File: src/rtl/vga_timing_gen.sv
// Raster timing generator: pixel clock-enable divider, H/V position counters, sync/DE/coordinate decode and line/frame strobes.
// All outputs registered; decode comes from next-state counters so it tracks Hcnt/Vcnt with zero skew; EN=0 freezes the raster.
module vga_timing_gen #(
    parameter int H_ACTIVE = 800,
    parameter int H_FP     = 40,
    parameter int H_SYNC   = 128,
    parameter int H_BP     = 88,
    parameter int V_ACTIVE = 600,
    parameter int V_FP     = 1,
    parameter int V_SYNC   = 4,
    parameter int V_BP     = 23,
    parameter int HS_POL   = 1,
    parameter int VS_POL   = 1,
    parameter int CLK_DIV  = 4,
    parameter int CNT_W    = 11
) (
    input  logic             CLK,
    input  logic             RST_N,
    input  logic             EN,
    output logic             PIX_CE,
    output logic [CNT_W-1:0] Hcnt,
    output logic [CNT_W-1:0] Vcnt,
    output logic             HSYNC,
    output logic             VSYNC,
    output logic             DE,
    output logic [CNT_W-1:0] X,
    output logic [CNT_W-1:0] Y,
    output logic             LINE_START,
    output logic             FRAME_START
);

    localparam int H_TOTAL = H_ACTIVE + H_FP + H_SYNC + H_BP;
    localparam int V_TOTAL = V_ACTIVE + V_FP + V_SYNC + V_BP;
    localparam int DIV_W   = (CLK_DIV > 1) ? $clog2(CLK_DIV) : 1;

    localparam logic [DIV_W-1:0] DIV_LAST = DIV_W'(CLK_DIV - 1);
    localparam logic [DIV_W-1:0] DIV_ONE  = DIV_W'(1);
    localparam logic [CNT_W-1:0] CNT_ONE  = CNT_W'(1);
    localparam logic [CNT_W-1:0] H_LAST   = CNT_W'(H_TOTAL - 1);
    localparam logic [CNT_W-1:0] V_LAST   = CNT_W'(V_TOTAL - 1);
    localparam logic [CNT_W-1:0] H_ACT_C  = CNT_W'(H_ACTIVE);
    localparam logic [CNT_W-1:0] V_ACT_C  = CNT_W'(V_ACTIVE);
    localparam logic [CNT_W-1:0] HS_BEG_C = CNT_W'(H_ACTIVE + H_FP);
    localparam logic [CNT_W-1:0] HS_END_C = CNT_W'(H_ACTIVE + H_FP + H_SYNC);
    localparam logic [CNT_W-1:0] VS_BEG_C = CNT_W'(V_ACTIVE + V_FP);
    localparam logic [CNT_W-1:0] VS_END_C = CNT_W'(V_ACTIVE + V_FP + V_SYNC);
    localparam logic             HS_ACT   = (HS_POL != 0);
    localparam logic             VS_ACT   = (VS_POL != 0);

    logic [DIV_W-1:0] div_cnt_q, div_cnt_d;
    logic             pix_ce_q, pix_ce_d;
    logic [CNT_W-1:0] hcnt_q, hcnt_d;
    logic [CNT_W-1:0] vcnt_q, vcnt_d;
    logic             hsync_q, hsync_d;
    logic             vsync_q, vsync_d;
    logic             de_q, de_d;
    logic [CNT_W-1:0] x_q, x_d;
    logic [CNT_W-1:0] y_q, y_d;
    logic             line_start_q, line_start_d;
    logic             frame_start_q, frame_start_d;
    logic             advance;

    always_comb begin
        div_cnt_d = div_cnt_q;
        pix_ce_d  = 1'b0;
        if (EN) begin
            pix_ce_d  = (div_cnt_q == DIV_LAST);
            div_cnt_d = pix_ce_d ? '0 : div_cnt_q + DIV_ONE;
        end
    end

    // Gating with EN keeps the raster frozen even if EN drops during a PIX_CE cycle.
    assign advance = EN && pix_ce_q;

    always_comb begin
        hcnt_d = hcnt_q;
        vcnt_d = vcnt_q;
        if (advance) begin
            if (hcnt_q == H_LAST) begin
                hcnt_d = '0;
                vcnt_d = (vcnt_q == V_LAST) ? '0 : vcnt_q + CNT_ONE;
            end else begin
                hcnt_d = hcnt_q + CNT_ONE;
            end
        end
    end

    always_comb begin
        de_d          = (hcnt_d < H_ACT_C) && (vcnt_d < V_ACT_C);
        x_d           = de_d ? hcnt_d : '0;
        y_d           = de_d ? vcnt_d : '0;
        hsync_d       = ((hcnt_d >= HS_BEG_C) && (hcnt_d < HS_END_C)) ? HS_ACT : ~HS_ACT;
        vsync_d       = ((vcnt_d >= VS_BEG_C) && (vcnt_d < VS_END_C)) ? VS_ACT : ~VS_ACT;
        line_start_d  = advance && (hcnt_d == '0);
        frame_start_d = line_start_d && (vcnt_d == '0);
    end

    // Reset parks the raster on the last back-porch pixel so the first advance lands on (0,0).
    always_ff @(posedge CLK or negedge RST_N) begin
        if (!RST_N) begin
            div_cnt_q     <= '0;
            pix_ce_q      <= 1'b0;
            hcnt_q        <= H_LAST;
            vcnt_q        <= V_LAST;
            hsync_q       <= ~HS_ACT;
            vsync_q       <= ~VS_ACT;
            de_q          <= 1'b0;
            x_q           <= '0;
            y_q           <= '0;
            line_start_q  <= 1'b0;
            frame_start_q <= 1'b0;
        end else begin
            div_cnt_q     <= div_cnt_d;
            pix_ce_q      <= pix_ce_d;
            hcnt_q        <= hcnt_d;
            vcnt_q        <= vcnt_d;
            hsync_q       <= hsync_d;
            vsync_q       <= vsync_d;
            de_q          <= de_d;
            x_q           <= x_d;
            y_q           <= y_d;
            line_start_q  <= line_start_d;
            frame_start_q <= frame_start_d;
        end
    end

    assign PIX_CE      = pix_ce_q;
    assign Hcnt        = hcnt_q;
    assign Vcnt        = vcnt_q;
    assign HSYNC       = hsync_q;
    assign VSYNC       = vsync_q;
    assign DE          = de_q;
    assign X           = x_q;
    assign Y           = y_q;
    assign LINE_START  = line_start_q;
    assign FRAME_START = frame_start_q;

endmodule

File: config.mk
export PLATFORM = sky130hd
export DESIGN_NAME = vga_timing_gen
export DESIGN_NICKNAME = d
export VERILOG_FILES = /design/src/rtl/vga_timing_gen.sv
export SDC_FILE = /design/constraint.sdc
export NUM_CORES = 1
export LEC_CHECK = 0
export CORE_MARGIN = 2
export CORE_UTILIZATION = 45
export DETAILED_ROUTE_END_ITERATION = 10
export PLACE_DENSITY = 0.8
export SLEW_MARGIN = 25
export SYNTH_ARGS = -nofsm -noshare
export SYNTH_HDL_FRONTEND = slang
export SYNTH_SLANG_ARGS = --single-unit
File: constraint.sdc
create_clock -name CLK -period 5 [get_ports CLK]
set_input_delay 0.5 -clock CLK [delete_from_list [all_inputs] [get_ports CLK]]
set_output_delay 0.5 -clock CLK [all_outputs]
set_load 0.01 [all_outputs]
==> impl_metrics.ini <==
[power]
cellPowerDensity_mw_per_mm2 = 280
ir_drop_mv = 0.205
seq_power_share_pct = 56.0
comb_power_share_pct = 16.5
netSwitchingPower_uw = 235
power.leakage_nw = 1.27
clockPowerShare_pct = 27.5
internal_power_uw = 655
p_sw_share_pct = 26.4

[finish]
layout-drive-gt1-share_pct = 20.4
fillers = 458
nets = 274
area_growth_pct = 25.7
finalInstanceArea_sq_mm = 0.00318
num_antenna_cells = 0
multiInputGateArea_sq_mm = 0.00113
seq_area_sq_mm = 0.00132

[synth]
synth_area_leaders = dfrtp_1 40%, dfstp_2 12%, nor4b_2 4.2%
ys_ff_latch = 52
async_flop_share_pct = 100
synthDistinctLibCells = 52
syn_area_sq_mm = 0.00253
avgSynthCellArea_sq_um = 11.7
yosys_warnings = 0
yosysSeqAreaShare_pct = 52.1
synth_ff_type = dfrtp_1
yosys.area.top_type = dfrtp_1
netlist.area_leader.share_pct = 39.6
synth_edf_count = 0
syn-instance-count = 215

[worst_setup_path]
timing.rr.start = Hcnt[0]$_DFF_PN1_
start_kind = primary input
endpoint_kind = flop
crit_required_ns = 5.14
worst-path-max-fanout = 19
worst-setup-path-type = in2reg
startpoint = EN
cp.arrival_ns = 3.64

[timing]
tns_ns = 0
worst_pin_slew_ns = 1.03
max_clock_freq_mhz = 286
period_minus_slack_ns = 3.50
final-max-slew-violation-count = 0
period_share_pct = 70.0
setup_viol = 0
hold_viol_final = 0
fin_skew_ns = 0.00463
max_slew_margin_pct = 31.3
grt_setup_unrepaired = no

[clock_network]
cts_sinks = 52
cts_made_buffers = 5
cts.root.buffer_cell = clkbuf_8
clkLatencyLatePin_ns = 0.30
clkTransAtPathRegs_ns = 0.09
postCtsHoldBufs = 0
cts_resized = 0
cts.htree.levels = 2
cts_tree = yes
cts_setup_buffers = 0
cts_max_path_buffers = 2

[place]
hpwlAfterDp_mm = 4.01
io_buffers = 52
place.gp.congestion = 0.939
placed_area_sq_mm = 0.00308

[detailed_routing]
drcViolationCount = 0
vias_per_cell = 5.82
routedWlPerCell_um = 16.4
antenna_left = 0
routed_wl_mm = 5.59
drt-initial-drc-count = 152
drt-pass1-iter-count = 4
vias = 1986

[die]
die_h_um = 78.9
die_width_um = 78.9
rows = 27
initial_core_util_pct = 46.2
ioPinCount = 53
core_sq_mm = 0.00547
fp.dieArea_sq_mm = 0.00623

[global_routing]
grt_pass1_vias = 1915
antenna_found_initial = 0
track_usage_pct = 18.8
grt-ovfl-total = 0
grt_max_degree = 53
grt_pass1_wl_mm = 9.19

[status]
status = completed

[worst_hold_path]
hp-class = in2async

[run]
drv_cap = 0
state kept, by name, summed over array words and instances (netlist names):
signal and count:
div_cnt_q 2, X 11, Vcnt 11, LINE_START 1, HSYNC 1, Y 11, VSYNC 1, Hcnt 11
FRAME_START 1, DE 1, PIX_CE 1
power by group through the flow:
stage | registers (mW) | logic (mW) | clock network (mW)
floorplan | 0.512 | 0.0555 | 0
global placement | 0.504 | 0.144 | 0
detailed placement | 0.504 | 0.147 | 0
CTS | 0.498 | 0.148 | 0.253
global route | 0.504 | 0.163 | 0.273
finish | 0.498 | 0.147 | 0.245
cells in the mapped netlist, types with 3 or more instances:
library cell  count
nor4_2            6
dfstp_2          12
xnor2_1           4
or2_2             5
mux2_2            3
nor2_1            7
ha_1              3
buf_6             3
a21oi_1           4
o21ai_0           6
nor4b_2           7
nor4b_1          10
inv_1             8
nand2_1          10
o31a_1            3
nand4_1           7
nand3_1          10
dfrtp_1          40
xor2_1            6
and3_1            3
nor3_1           10
nor4_1            6
area by class of cell:
type,count,area share [%]
sequential,52,41.4
multi-input combinational,149,35.5
timing repair buffer,52,16.3
tap,72,2.84
clock buffer,7,2.72
inverter,8,0.946
clock inverter,1,0.236
cell families (layout without fill, tap and decap cells):
| group | after synthesis | count (layout) | synth area share [%] |
|---|---|---|---|
| xor gates and xnor gates | 10 | 10 | 3.47 |
| DFF | 52 | 52 | 52.1 |
| muxes | 4 | 4 | 1.73 |
| and+or+nand+nor | 101 | 101 | 28.8 |
| AOI/OAI and AO/OA | 29 | 29 | 8.82 |
| adders and majority gates | 3 | 3 | 1.49 |
| buffers and inverters | 15 | 68 | 3.42 |
| other | 1 | 2 | 0.148 |
critical path: stages:
cell and delay (ns):
clkdlybuf4s50_1 0.63, nand2_1 0.34, or4_4 0.61, or2_2 0.35
xor2_1 0.18, a211oi_4 0.88, nor4b_1 0.14
final timing paths:
| path | slack, ns | depth (start not counted) | endpoint |
|---|---|---|---|
| max | 1.50 | 7 | Y[0]$_DFF_PN0_ |
| max in group asynchronous | 4.39 | 1 | PIX_CE$_DFF_PN0_ |
| min reg2reg | 0.52 | 1 | div_cnt_q[1]$_DFFE_PN0P_ |
| min | 0.20 | 1 | Y[5]$_DFF_PN0_ |
| max reg2reg | 1.57 | 7 | Y[0]$_DFF_PN0_ |
| min in group CLK | 0.52 | 1 | div_cnt_q[1]$_DFFE_PN0P_ |
placed cells by master, fill, tap and decap left out, types with 3 or more instances in the layout:
master / Yosys / final
dfstp_2: 12 / 12
o31a_1: 3 / 3
mux2_2: 3 / 3
or2_2: 5 / 5
a21oi_1: 4 / 4
nand4_1: 7 / 7
nor4b_2: 7 / 7
nor4_2: 6 / 6
o21ai_0: 6 / 6
clkbuf_8: 0 / 6
inv_1: 8 / 8
nand2_1: 10 / 10
clkdlybuf4s50_1: 0 / 51
ha_1: 3 / 3
xor2_1: 6 / 6
xnor2_1: 4 / 4
dfrtp_1: 40 / 40
nor4_1: 6 / 6
nand3_1: 10 / 10
nor3_1: 10 / 10
nor4b_1: 10 / 10
nor2_1: 7 / 7
and3_1: 3 / 3
through the flow:
stage               power (mW)  utilization [%]  hold slack (ns)  std cells  setup slack [ns]
floorplan                0.567                -            0.204        216              1.98
global placement         0.648             56.3            0.494        333              1.32
detailed placement       0.651             56.3            0.505        333              1.16
CTS                      0.898             58.0            0.219        341              1.50
global route             0.939             58.0            0.252        341              1.23
finish                   0.890             58.0            0.204        341              1.50
metal layers:
metal	wire length [um]	up-vias	track usage, %	share of wire [%]
li1	-	913	-	-
met5	0	-	0	0
met4	106	0	6.72	1.9
met2	2700	88	30.9	48
met1	2370	975	24.7	42
met3	415	10	4.20	7.4
Power figures use the tool's default switching activity.
